### src/rtl/clock_set_ctrl_pkg.sv
// Shared state encoding, default timing and counter widths for the LED clock time-setting front end.
package clock_set_ctrl_pkg;

  typedef enum logic [1:0] {
    RUN      = 2'd0,
    SET_HOUR = 2'd1,
    SET_MIN  = 2'd2
  } set_state_e;

  localparam int unsigned DEB_CYCLES_DFLT = 655;
  localparam int unsigned REP_DELAY_DFLT  = 16384;
  localparam int unsigned REP_PERIOD_DFLT = 8192;
  localparam int unsigned BLINK_HALF_DFLT = 8192;
  localparam int unsigned TIMEOUT_DFLT    = 983040;

  localparam int DEB_W   = 10;
  localparam int REP_W   = 15;
  localparam int BLINK_W = 14;
  localparam int TO_W    = 20;

  // MODE always takes priority over the idle timeout.
  function automatic set_state_e next_state(input set_state_e st,
                                            input logic       mode_p,
                                            input logic       timeout_hit);
    set_state_e nxt;
    nxt = st;
    case (st)
      RUN:      if (mode_p) nxt = SET_HOUR;
      SET_HOUR: if (mode_p) nxt = SET_MIN;
                else if (timeout_hit) nxt = RUN;
      SET_MIN:  if (mode_p || timeout_hit) nxt = RUN;
      default:  nxt = RUN;
    endcase
    return nxt;
  endfunction

endpackage

### src/rtl/clock_set_ctrl_debounce.sv
// Push-button conditioner: 2-flop synchroniser, settle down-counter, one-cycle press pulse.
module btn_debounce
  import clock_set_ctrl_pkg::*;
#(
  parameter int unsigned DEB_CYCLES = DEB_CYCLES_DFLT
) (
  input  logic clk,
  input  logic rst_n,
  input  logic btn_n,
  output logic level,
  output logic press
);

  logic [1:0]       sync_q;
  logic             btn_act;
  logic             btn_last;
  logic             changed;
  logic             settle;
  logic [DEB_W-1:0] deb_cnt;

  assign btn_act = ~sync_q[1];
  assign changed = btn_act ^ btn_last;
  // Counter hits 1 on the last of DEB_CYCLES equal samples.
  assign settle  = ~changed & (deb_cnt == DEB_W'(1));

  always_ff @(posedge clk or negedge rst_n) begin
    if (!rst_n) begin
      sync_q   <= 2'b11;
      btn_last <= 1'b0;
      deb_cnt  <= '0;
      level    <= 1'b0;
      press    <= 1'b0;
    end else begin
      sync_q   <= {sync_q[0], btn_n};
      btn_last <= btn_act;
      press    <= settle & btn_act & ~level;
      if (changed)
        deb_cnt <= DEB_W'(DEB_CYCLES - 1);
      else if (deb_cnt != '0)
        deb_cnt <= deb_cnt - 1'b1;
      if (settle)
        level <= btn_act;
    end
  end

endmodule

### src/rtl/clock_set_ctrl.sv
// Time-setting controller: MODE/ADJ handling, auto-repeat, idle timeout, blink masks and tick gating.
//
//   state    | meaning
//   ---------+-------------------------------------------------
//   RUN      | normal timekeeping, minute tick passed through
//   SET_HOUR | ADJ increments hours, hour digits blink
//   SET_MIN  | ADJ increments minutes, minute digits blink
module clock_set_ctrl
  import clock_set_ctrl_pkg::*;
#(
  parameter int unsigned DEB_CYCLES = DEB_CYCLES_DFLT,
  parameter int unsigned REP_DELAY  = REP_DELAY_DFLT,
  parameter int unsigned REP_PERIOD = REP_PERIOD_DFLT,
  parameter int unsigned BLINK_HALF = BLINK_HALF_DFLT,
  parameter int unsigned TIMEOUT    = TIMEOUT_DFLT
) (
  input  logic       clk,
  input  logic       rst_n,
  input  logic       btn_mode_n,
  input  logic       btn_adj_n,
  input  logic       tick_in,
  output logic       tick_out,
  output logic       inc_min,
  output logic       inc_hour,
  output logic       presc_clr,
  output logic       blank_hr,
  output logic       blank_min,
  output logic [1:0] set_mode
);

  logic [1:0]         rst_sync_q;
  logic               rst_int_n;
  logic               mode_p;
  logic               mode_lvl_unused;
  logic               adj_p;
  logic               adj_lvl;
  logic               press_any;
  logic               in_set;
  logic               timeout_hit;
  logic               rep_fire;
  logic               adj_go;
  logic               phase;
  logic               phase_nxt;
  logic [REP_W-1:0]   rep_cnt;
  logic [TO_W-1:0]    to_cnt;
  logic [BLINK_W-1:0] blink_cnt;
  set_state_e         state;
  set_state_e         st_nxt;

  // Reset asserts immediately, releases on a clock edge.
  always_ff @(posedge clk or negedge rst_n) begin
    if (!rst_n) rst_sync_q <= 2'b00;
    else        rst_sync_q <= {rst_sync_q[0], 1'b1};
  end
  assign rst_int_n = rst_sync_q[1];

  btn_debounce #(.DEB_CYCLES(DEB_CYCLES)) u_deb_mode (
    .clk   (clk),
    .rst_n (rst_int_n),
    .btn_n (btn_mode_n),
    .level (mode_lvl_unused),
    .press (mode_p)
  );

  btn_debounce #(.DEB_CYCLES(DEB_CYCLES)) u_deb_adj (
    .clk   (clk),
    .rst_n (rst_int_n),
    .btn_n (btn_adj_n),
    .level (adj_lvl),
    .press (adj_p)
  );

  assign press_any   = mode_p | adj_p;
  assign in_set      = (state != RUN);
  assign timeout_hit = in_set & (to_cnt == '0) & ~press_any;
  assign st_nxt      = next_state(state, mode_p, timeout_hit);
  assign adj_go      = in_set & adj_p & ~mode_p;
  assign rep_fire    = in_set & adj_lvl & (rep_cnt == REP_W'(1)) & ~mode_p & ~timeout_hit;
  // A press restarts the blink in the visible half so the digit being edited is readable.
  assign phase_nxt   = press_any ? 1'b0 : ((blink_cnt == '0) ? ~phase : phase);

  assign tick_out = tick_in & (state == RUN);
  assign set_mode = state;

  always_ff @(posedge clk or negedge rst_int_n) begin
    if (!rst_int_n) begin
      state     <= RUN;
      inc_hour  <= 1'b0;
      inc_min   <= 1'b0;
      presc_clr <= 1'b0;
      blank_hr  <= 1'b0;
      blank_min <= 1'b0;
    end else begin
      state     <= st_nxt;
      inc_hour  <= (state == SET_HOUR) & (adj_go | rep_fire);
      inc_min   <= (state == SET_MIN) & (adj_go | rep_fire);
      presc_clr <= (state == SET_MIN) & mode_p;
      blank_hr  <= (st_nxt == SET_HOUR) & phase_nxt;
      blank_min <= (st_nxt == SET_MIN) & phase_nxt;
    end
  end

  // Repeat needs a fresh ADJ press after any MODE press or leaving SET_*.
  always_ff @(posedge clk or negedge rst_int_n) begin
    if (!rst_int_n)
      rep_cnt <= '0;
    else if (!in_set || !adj_lvl || mode_p || timeout_hit)
      rep_cnt <= '0;
    else if (adj_p)
      rep_cnt <= REP_W'(REP_DELAY - 1);
    else if (rep_cnt == REP_W'(1))
      rep_cnt <= REP_W'(REP_PERIOD);
    else if (rep_cnt != '0)
      rep_cnt <= rep_cnt - 1'b1;
  end

  always_ff @(posedge clk or negedge rst_int_n) begin
    if (!rst_int_n)
      to_cnt <= '0;
    else if (press_any)
      to_cnt <= TO_W'(TIMEOUT - 1);
    else if (to_cnt != '0)
      to_cnt <= to_cnt - 1'b1;
  end

  always_ff @(posedge clk or negedge rst_int_n) begin
    if (!rst_int_n) begin
      blink_cnt <= '0;
      phase     <= 1'b0;
    end else begin
      phase <= phase_nxt;
      if (press_any || blink_cnt == '0)
        blink_cnt <= BLINK_W'(BLINK_HALF - 1);
      else
        blink_cnt <= blink_cnt - 1'b1;
    end
  end

endmodule

### config.mk
export PLATFORM = sky130hd
export DESIGN_NAME = clock_set_ctrl
export DESIGN_NICKNAME = d
export VERILOG_FILES = /design/src/rtl/clock_set_ctrl_pkg.sv /design/src/rtl/clock_set_ctrl_debounce.sv /design/src/rtl/clock_set_ctrl.sv
export SDC_FILE = /design/constraint.sdc
export NUM_CORES = 1
export LEC_CHECK = 0
export CORE_ASPECT_RATIO = 1.5
export CORE_MARGIN = 2
export CORE_UTILIZATION = 60
export CTS_CLUSTER_SIZE = 40
export DETAILED_ROUTE_END_ITERATION = 10
export DONT_BUFFER_PORTS = 1
export PLACE_DENSITY = 0.87
export SLEW_MARGIN = 20
export SYNTH_ARGS = -nofsm -noshare
export SYNTH_HDL_FRONTEND = slang
export SYNTH_SLANG_ARGS = --single-unit
### constraint.sdc
create_clock -name clk -period 2.9 [get_ports clk]
set_input_delay 0.435 -clock clk [delete_from_list [all_inputs] [get_ports clk]]
set_output_delay 0.435 -clock clk [all_outputs]
set_load 0.03 [all_outputs]
==> results.py <==
metrics = {
    "logic_synthesis": {
        "synth_edf_count": 0,
        "syn_nets": 447,
        "ys.flop_type": "dfrtp_1",
        "synth_top_area_frac": 0.491,
        "synthTopCellsByArea": "dfrtp_1 (49%), xor2_1 (4.4%), nor2_1 (3.6%), xnor2_1 (3.6%), nand2_1 (3.3%)",
        "yosys_warnings": 0,
        "ys_types": 49,
        "synth_area_sq_um": 4330,
        "netlist_instances": 433,
        "async_flop_share": 1.00,
        "yosysTopAreaCell": "dfrtp_1",
        "ys_ff_latch": 89,
        "synth_area_per_cell_sq_um": 10.0,
        "ys_seq_area_frac": 0.515,
    },
    "die": {
        "io_pins": 13,
        "die_w_um": 73.4,
        "start_util": 0.608,
        "rows": 38,
        "dieArea_sq_um": 7930,
        "die_h_um": 108,
        "core_area_sq_um": 7130,
    },
    "route": {
        "drc_errors": 0,
        "ant_nets": 0,
        "drtPass1Iterations": 4,
        "num_vias": 3219,
        "wl_um": 8020,
        "first_iter_violations": 256,
        "wl_per_cell_um": 15.2,
        "vias_per_cell": 6.12,
    },
    "place": {
        "dp_hpwl_um": 5420,
        "dp_cells": 508,
        "gp_congestion": 0.917,
        "port-buffer-count": 0,
    },
    "cells_and_area": {
        "area_delta_synth_final_pct": 8.32,
        "n_fill_cell": 517,
        "drive_gt1_frac": 0.0830,
        "layoutNonFillerInstCount": 526,
        "nets": 455,
        "utilization": 0.658,
        "antenna_cells": 0,
    },
    "worst_setup_path": {
        "endpoint_kind": "flip-flop",
        "critPathLaunch": "to_cnt[14]$_DFFE_PN0P_",
        "critPathLaunchType": "flip-flop",
        "arrival_ps": 2600,
        "critPathKind": "reg2reg",
        "worstPathRequired_ps": 3140,
        "critical_path.max_fanout": 15,
        "timing.rr.start": "to_cnt[14]$_DFFE_PN0P_",
    },
    "global_route": {
        "grt_max_degree": 88,
        "grt_util_all_layers": 0.223,
        "first_global_vias": 3228,
        "antenna_found_initial": 0,
        "grt_overflow": 0,
        "grt_pass1_wl_um": 13900,
    },
    "sta": {
        "finalHoldViolations": 0,
        "rsz0062_at_grt": "no",
        "finalSetupViolCount": 0,
        "tightest_slew_ps": 952,
        "drv_slew": 0,
        "fin_crit_sh": 0.813,
        "finalSetupTns_ps": 0,
        "fmax_mhz": 424,
        "slew_headroom": 0.362,
        "period_minus_slack_ps": 2360,
        "finalClockSkew_ps": 5.16,
        "hold_ws_ps": 53.4,
    },
    "cts": {
        "cts_resized": 0,
        "cts_buffer_depth": 2,
        "tritoncts": "done",
        "cts_buffers": 9,
        "postCtsSetupRepairBufs": 0,
        "cts_root_buf": "clkbuf_8",
        "h-tree-depth": 3,
        "clock_latency_ps": 370,
        "path_clk_slew_ps": 80,
        "cts.sinks": 89,
    },
    "power": {
        "peakVddDrop_mv": 0.433,
        "total_power_mw": 3.23,
        "power.leakage_nw": 1.95,
        "power_density_nw_per_um2": 688,
    },
    "hold_path": {
        "min_path_type": "in2reg",
        "min_from": "btn_mode_n",
    },
    "flow_run": {
        "max_cap_viol_count": 0,
    },
    "outcome": {
        "status": "finished clean",
    },
}
[path summary, 6_finish.rpt]
| check | cells after the start | slack (ps) | to |
|---|---|---|---|
| hold / removal | 0 | 50 | u_deb_mode.sync_q[0]$_DFF_PN1_ |
| hold reg to reg | 0 | 240 | u_deb_mode.deb_cnt[2]$_DFFE_PN0P_ |
| setup / recovery | 5 | 540 | to_cnt[12]$_DFFE_PN0P_ |
| min in group asynchronous | 0 | 240 | u_deb_mode.deb_cnt[2]$_DFFE_PN0P_ |
| max in group asynchronous | 1 | 2010 | u_deb_adj.sync_q[0]$_DFF_PN1_ |
| setup reg to reg | 5 | 540 | to_cnt[12]$_DFFE_PN0P_ |
[area by class of cell]
cell class	instances	area, sq um	share of cell area
Sequential cell	89	2240	0.476
Tap cell	80	100	0.0213
Inverter	19	71.3	0.0152
Clock inverter	5	78.8	0.0168
Clock buffer	11	141	0.0301
Multi-Input combinational cell	315	1990	0.424
Timing Repair Buffer	7	75.1	0.0160
[sequential cells by signal (all words and copies together) (netlist names), 2 cells and up]
signal and count:
blink_cnt 14, rep_cnt 15, rst_sync_q 2, set_mode 2, to_cnt 20, u_deb_adj.deb_cnt 10, u_deb_adj.sync_q 2, u_deb_mode.deb_cnt 10
u_deb_mode.sync_q 2
[cell families (layout without fill, tap and decap cells)]
| kind of cell | count (synthesis) | in the layout | synth area share |
|---|---|---|---|
| xor+xnor | 40 | 40 | 0.0809 |
| fa+ha+maj | 9 | 9 | 0.0260 |
| simple gates | 189 | 189 | 0.239 |
| flops | 89 | 89 | 0.515 |
| compound gates | 71 | 71 | 0.101 |
| other cells | 1 | 1 | 0.000865 |
| buf+inv | 29 | 42 | 0.0254 |
| mux | 5 | 5 | 0.0118 |
[through the flow]
stage	worst slack, ps	instance area [sq um]
after detailed placement	606	4440
after floorplan	244	4330
after CTS	572	4670
after global routing	309	4690
after global placement	718	4440
final	542	4690
[cells in the mapped netlist, types with 3 or more instances]
cell      instances
or3_1             4
nand2b_1          8
o21ai_0          22
inv_1            19
xnor2_1          18
ha_1              9
dfstp_2           4
mux2i_1           4
and3_1            3
a21oi_1          18
o31ai_1           7
nor3b_1           5
nand2_1          38
xor2_1           22
nand4_1           3
dfrtp_1          85
clkbuf_1          9
or4_1            14
a31oi_1           6
nor2b_1           3
nor2_1           42
nor3_1           21
nor4_1           12
o211ai_1          7
nand3_1          13
nand3b_1          4
[what timing repair did]
action,in CTS,in global routing
hold buffers,1,0
endpoints found under the hold margin,2,0
endpoints found under the setup margin,0,0
[routing by layer]
metal | GRT usage | vias up | share of wire
met5 | 0 | - | 0
met4 | 0.0948 | 0 | 0.021
met3 | 0.0587 | 15 | 0.040
met2 | 0.375 | 58 | 0.53
met1 | 0.267 | 1594 | 0.41
li1 | - | 1552 | -
[cells in the final DEF (no fill, tap or decap), drive strengths merged, types with 3 or more instances in the layout]
cell type  count
a21oi         18
a31oi          6
and3           3
buf            6
clkbuf        11
clkinv         3
dfrtp         85
dfstp          4
ha             9
inv           19
mux2i          4
nand2         38
nand2b         8
nand3         13
nand3b         4
nand4          3
nor2          42
nor2b          3
nor3          21
nor3b          5
nor4          15
o211ai         7
o21ai         22
o31ai          8
or2            4
or3            5
or4           15
xnor2         18
xor2          22
[worst max-delay path: stages, from the launching register on]
cell	delay (ps)
dfrtp_1	440
nor4_1	510
nand3_1	470
o21ai_0	560
or4_1	180
nand3_1	70
[power by group]
| group | internal, mW | total, mW | switching (mW) |
|---|---|---|---|
| clock network | 0.507 | 0.934 | 0.426 |
| logic | 0.276 | 0.638 | 0.361 |
| registers | 1.43 | 1.66 | 0.225 |
| total | 2.22 | 3.23 | 1.01 |
Note: power is estimated with default switching activity, not from simulation.
==> patch 1 (same settings) <==
The output `inc_min` loses its register stage (`inc_min` becomes a continuous assignment).
--- a/src/rtl/clock_set_ctrl.sv
+++ b/src/rtl/clock_set_ctrl.sv
@@ -86,19 +86,19 @@
     if (!rst_int_n) begin
       state     <= RUN;
       inc_hour  <= 1'b0;
-      inc_min   <= 1'b0;
       presc_clr <= 1'b0;
       blank_hr  <= 1'b0;
       blank_min <= 1'b0;
     end else begin
       state     <= st_nxt;
       inc_hour  <= (state == SET_HOUR) & (adj_go | rep_fire);
-      inc_min   <= (state == SET_MIN) & (adj_go | rep_fire);
       presc_clr <= (state == SET_MIN) & mode_p;
       blank_hr  <= (st_nxt == SET_HOUR) & phase_nxt;
       blank_min <= (st_nxt == SET_MIN) & phase_nxt;
     end
   end
+
+  assign inc_min = (state == SET_MIN) & (adj_go | rep_fire);
 
   // Repeat needs a fresh ADJ press after any MODE press or leaving SET_*.
   always_ff @(posedge clk or negedge rst_int_n) begin
Formal check against the unedited RTL: same outputs for any inputs over 10 cycles, from zero or initial values and one cycle with rst_n low; that may be too few to reach the edited logic, so the function may still have changed.
==> patch 1 against the unedited design <==
- area after synthesis down 0.58%
- worst setup slack worse by 0.43 ns
- sequential cell count down 1
- clock power down 15%
- wire length down 0.42%
- power down 4.3%
- final area about the same
- highest routed layer unchanged
==> patch 1: results (changes against the unedited design) <==
| Metric | Value |
|---|---|
| Status | finished clean |
| Placed cell areas | 4450 um2 (+0.23%) |
| Final GP Congestion | 0.828 (-9.7%) |
| Clock root buffer | clkbuf_8 |
| DRT Pass-1 Iters | 4 (unchanged) |
| Static Leakage | 1.94 nW (-0.54%) |
| Crit path to | inc_min |
| Largest net degree at the start of global routing | 87 (-1.1%) |
| Drt wl/cell | 15.1 um (-0.99%) |
| Share of cells above drive strength 1 | 10.2% (+1.9 points) |
| Register cell area after layout | 2210 um2 (-1.1%) |
| Main synth FF type | dfrtp_1 |
| # fillers | 507 (-1.9%) |
| Synth top cells by count | 84 x dfrtp_1, 42 x nor2_1, 38 x nand2_1 |
| CP Max Fanout | 3 (-12) |
| Unique masters post-synth | 49 (unchanged) |
| CTS Buf Count | 9 (unchanged) |
| Register-to-Register Path Depth | 4 (-1) |
| I/O Buffers | 0 (unchanged) |
| Top flop regs | to_cnt (20), rep_cnt (15), blink_cnt (14) |
| Post-synthesis sequential area ratio | 51.2% (-0.28 points) |
| Syn Nets | 446 (-0.22%) |
| CP startpoint | rep_cnt[13] |
| Crit path DAT | 2.36 ns (-0.24 ns) |
| R2R Path Start | u_deb_adj.press |
| Max Clock Skew | 0.0147 ns (+0.00959 ns) |
| Routed vias/inst | 6.06 (-0.97%) |
| Vias in the first global route | 3221 (-0.22%) |
| HP Class | primary input to register |
| DPL Wire Length | 5450 um (+0.47%) |
| Ys async rst share | 100% (unchanged) |
| Initial antenna violation count | 0 (unchanged) |
| Worst-path clk slew | 0.08 ns (about the same) |
| Clock tree buffer depth | 2 (unchanged) |
| Worst-Margin Slew | 0.925 ns (-0.0275 ns) |
| Number of diodes | 0 (unchanged) |
| H-tree levels | 3 (unchanged) |
| Critical R2R Capture | blink_cnt[8] |
| Worst IR drop on VDD | 352 uV (-19%) |
| YS warnings | 0 (unchanged) |
| FF-to-FF setup slack | 0.58 ns (+0.04 ns) |
| Nets | 460 (+1.1%) |
| First-pass GRT wire length | 13700 um (-1.7%) |
| Hold depth | 0 (unchanged) |
| Clk Latency, worst-skew pair | 0.37 ns (about the same) |
| Initial DRC Count | 255 (-0.39%) |
| Area contributors post-synth | dfrtp_1 49%, xor2_1 4.5%, nor2_1 3.7% |
| GRT Total Usage | 22.3% (about the same) |
==> patch 1: kinds of logic after synthesis <==
group,Yosys count,synth area share [%]
xor+xnor,40,8.13
compound gates,71,10.1
buf+inv,29,2.56
other cells,1,0.0870
mux,5,1.19
flops,88,51.2
simple gates,189,24.0
fa+ha+maj,9,2.61
==> patch 1: metal layers <==
| metal | GRT usage (%) | up-vias | share of wire (%) |
|---|---|---|---|
| met2 | 36.7 | 58 | 52 |
| met4 | 10.6 | 0 | 2.0 |
| met3 | 6.93 | 12 | 4.7 |
| li1 | - | 1561 | - |
| met5 | 0 | - | 0 |
| met1 | 26.1 | 1575 | 41 |
==> patch 1: cell type report <==
class	count	area share [%]
tap	78	2.08
clock inverter	2	0.267
inverter	19	1.52
sequential	88	47.2
timing repair buffer	13	2.56
multi-input combinational	315	42.7
clock buffer	14	3.68
==> patch 1: metrics by stage <==
stage,setup slack (ns),hold slack (ns),std cells
final,0.108,0.0661,529
after floorplan,0.255,0.139,432
after CTS,0.0616,0.0486,527
after global routing,0.0173,0.0417,529
after global placement,0.377,0.139,510
after detailed placement,0.373,0.139,510
==> patch 1: power by group <==
part / total (W) / leakage, nW / internal, W / switching, W
sequential: 0.00164 / 1.07 / 0.00142 / 0.000217
combinational: 0.000662 / 0.779 / 0.000296 / 0.000366
clock: 0.000791 / 0.0927 / 0.000381 / 0.000410
total: 0.00309 / 1.94 / 0.00210 / 0.000993
==> patch 1: worst min path at each step <==
stage,start,end
3_3_place_gp,rst_n,rst_sync_q[0]
3_5_place_dp,rst_n,rst_sync_q[0]
4_1_cts,btn_adj_n,u_deb_adj.sync_q[0]
6_report,btn_adj_n,u_deb_adj.sync_q[0]
2_1_floorplan,rst_n,rst_sync_q[0]
5_1_grt,btn_adj_n,u_deb_adj.sync_q[0]
==> patch 1: timing repair <==
item | 4_1_cts | 5_1_grt
setup buffers | 0 | 1
hold endpoints to repair | 2 | 0
hold buffers | 1 | 0
setup endpoints to repair | 1 | 1
pin swaps | 0 | 3
gates resized for setup | 1 | 3
==> patch 1: worst max-delay path, cell delays in order (launching register included) <==
cell and delay, ns:
dfrtp_1 0.41, or4_4 0.58, nor4_4 0.31, nand3_2 0.12, o31a_1 0.31, nor2_1 0.09
buf_4 0.16
==> patch 2 (same settings) <==
Made on the original files. Set the package constant `BLINK_W` to 7 (it was 14).
--- a/src/rtl/clock_set_ctrl_pkg.sv
+++ b/src/rtl/clock_set_ctrl_pkg.sv
@@ -15,7 +15,7 @@
 
   localparam int DEB_W   = 10;
   localparam int REP_W   = 15;
-  localparam int BLINK_W = 14;
+  localparam int BLINK_W = 7;
   localparam int TO_W    = 20;
 
   // MODE always takes priority over the idle timeout.
Behaviour: no difference found for any inputs over 10 cycles, from zero or initial values and one cycle with rst_n low; that may be too few to reach the edited logic, so the function may still have changed.
==> patch 2 against the unedited design <==
- sequential cell count decreased by 7
- die area down 5.5%
- largest power group unchanged
- critical path depth is the same
- final area fell by 6.4%
- sequential share of layout area shrank 0.73 points
- fmax down 3.2%
- wire length shrank 5.0%
- critical path type unchanged
- power down 6.7%
- combinational power is 8.9% higher
- area after synthesis shrank 5.7%
- worst setup slack got worse by 0.079 ns
==> patch 2: results (changes against the unedited design) <==
| Metric | Value |
|---|---|
| Status | finished clean |
| First-pass GRT wire length | 13000 um (-6.4%) |
| Largest net degree at the start of global routing | 81 (-8.0%) |
| Worst IR drop on VDD | 521 uV (+20%) |
| Initial DRC Count | 114 (-55%) |
| Top flop regs | to_cnt (20), rep_cnt (15) |
| Unique masters post-synth | 56 (+14%) |
| Place WS | 0.491 ns (-0.116 ns) |
| Post-synthesis sequential area ratio | 50.4% (-1.2 points) |
| Drt wl/cell | 15.4 um (+0.96%) |
| Share of cells above drive strength 1 | 9.31% (+1.0 points) |
| DPL Wire Length | 5360 um (-1.0%) |
| FF-to-FF setup slack | 0.46 ns (-0.08 ns) |
| GRT Total Usage | 22.1% (-0.25 points) |
| Nets | 429 (-5.7%) |
| Synth top cells by count | 78 x dfrtp_1, 45 x nand2_1, 44 x nor2_1 |
| Placed cell areas | 4170 um2 (-6.0%) |
| Static Leakage | 1.94 nW (-0.71%) |
| Max Clock Skew | 0.0110 ns (+0.00586 ns) |
| Syn Nets | 421 (-5.8%) |
| Worst-path clk slew | 0.08 ns (about the same) |
| # fillers | 463 (-10%) |
| Routed vias/inst | 6.06 (-0.90%) |
| Crit path DAT | 2.68 ns (+0.08 ns) |
| Final Cycle Share | 84.0% (+2.7 points) |
| Final GP Congestion | 0.920 (+0.37%) |
| Vias in the first global route | 2957 (-8.4%) |
| Area contributors post-synth | dfrtp_1 48%, xnor2_1 5.4%, nand2_1 4.1% |
| Worst rel slew slack | 50.2% (+14 points) |
| DRT Pass-1 Iters | 5 (+1) |
-- patch 2: changes by cell type in the layout (fill, tap and decap cells not counted), moves of 6 or more --
cell and change:
o211ai_1 -6, o21ai_0 -14, a21oi_1 -9, nand3_1 -7, nand2_1 +7, dfrtp_1 -7
or4_1 -7, xor2_1 -9, xnor2_1 +7
-- patch 2: cell families (layout without fill, tap and decap cells) --
logic type	Yosys count	count (layout)	share of synthesized area, %
flops	82	82	50.4
buf+inv	25	38	2.51
xor+xnor	38	38	8.15
mux	6	6	1.50
simple gates	183	183	24.2
other cells	1	1	0.0918
fa+ha+maj	10	10	3.06
compound gates	61	61	10.1
-- patch 2: final cells by class --
class                           count  share of cell area [%]
Clock buffer                       11                    3.45
Timing Repair Buffer                5                    1.37
Sequential cell                    82                    46.9
Inverter                           17                    1.45
Multi-Input combinational cell    299                    43.8
Tap cell                           76                    2.16
Clock inverter                      5                   0.826
-- patch 2: repair_timing --
action,in CTS,in global routing
hold endpoints to repair,2,0
setup endpoints to repair,0,0
setup buffers,0,0
hold buffers,1,0
-- patch 2: power breakdown --
part | leakage [nW] | total, W | switching (W) | internal [W]
clock | 0.0997 | 0.000770 | 0.000409 | 0.000360
sequential | 1.03 | 0.00155 | 0.000210 | 0.00134
combinational | 0.806 | 0.000695 | 0.000389 | 0.000305
-- patch 2: routing by layer --
| metal | up-vias | wire [um] | share of wire [%] | track usage (%) |
|---|---|---|---|---|
| li1 | 1447 | - | - | - |
| met3 | 19 | 256 | 3.4 | 4.34 |
| met1 | 1475 | 3080 | 40 | 26.0 |
| met2 | 61 | 4060 | 53 | 37.9 |
| met4 | 0 | 225 | 3.0 | 10.4 |
| met5 | - | 0 | 0 | 0 |
-- patch 2: through the flow --
stage | hold WS [ns] | instances | util (%) | power [W]
2_1_floorplan | 0.139 | 406 | - | 0.00210
3_3_place_gp | 0.139 | 477 | 63.8 | 0.00221
3_5_place_dp | 0.139 | 477 | 63.8 | 0.00225
4_1_cts | 0.0653 | 494 | 66.8 | 0.00303
5_1_grt | 0.0521 | 495 | 67.3 | 0.00320
6_report | 0.0675 | 495 | 67.3 | 0.00301
-- patch 2: critical path, cell delays in order, from the launching register on --
cell and delay [ns]:
dfrtp_1 0.42, or4_4 0.60, nor3_4 0.38, nand4_2 0.41, a21boi_1 0.25, o221a_1 0.25
-- patch 2: worst paths after layout --
check                               from                    to  depth (start not counted)
max                            to_cnt[4]            rep_cnt[0]                          5
min                            btn_adj_n   u_deb_adj.sync_q[0]                          0
max reg2reg                    to_cnt[4]            rep_cnt[0]                          5
min reg2reg                rst_sync_q[1]            to_cnt[18]                          0
max in group asynchronous  rst_sync_q[1]  u_deb_mode.sync_q[1]                          1
min in group asynchronous  rst_sync_q[1]            to_cnt[18]                          0
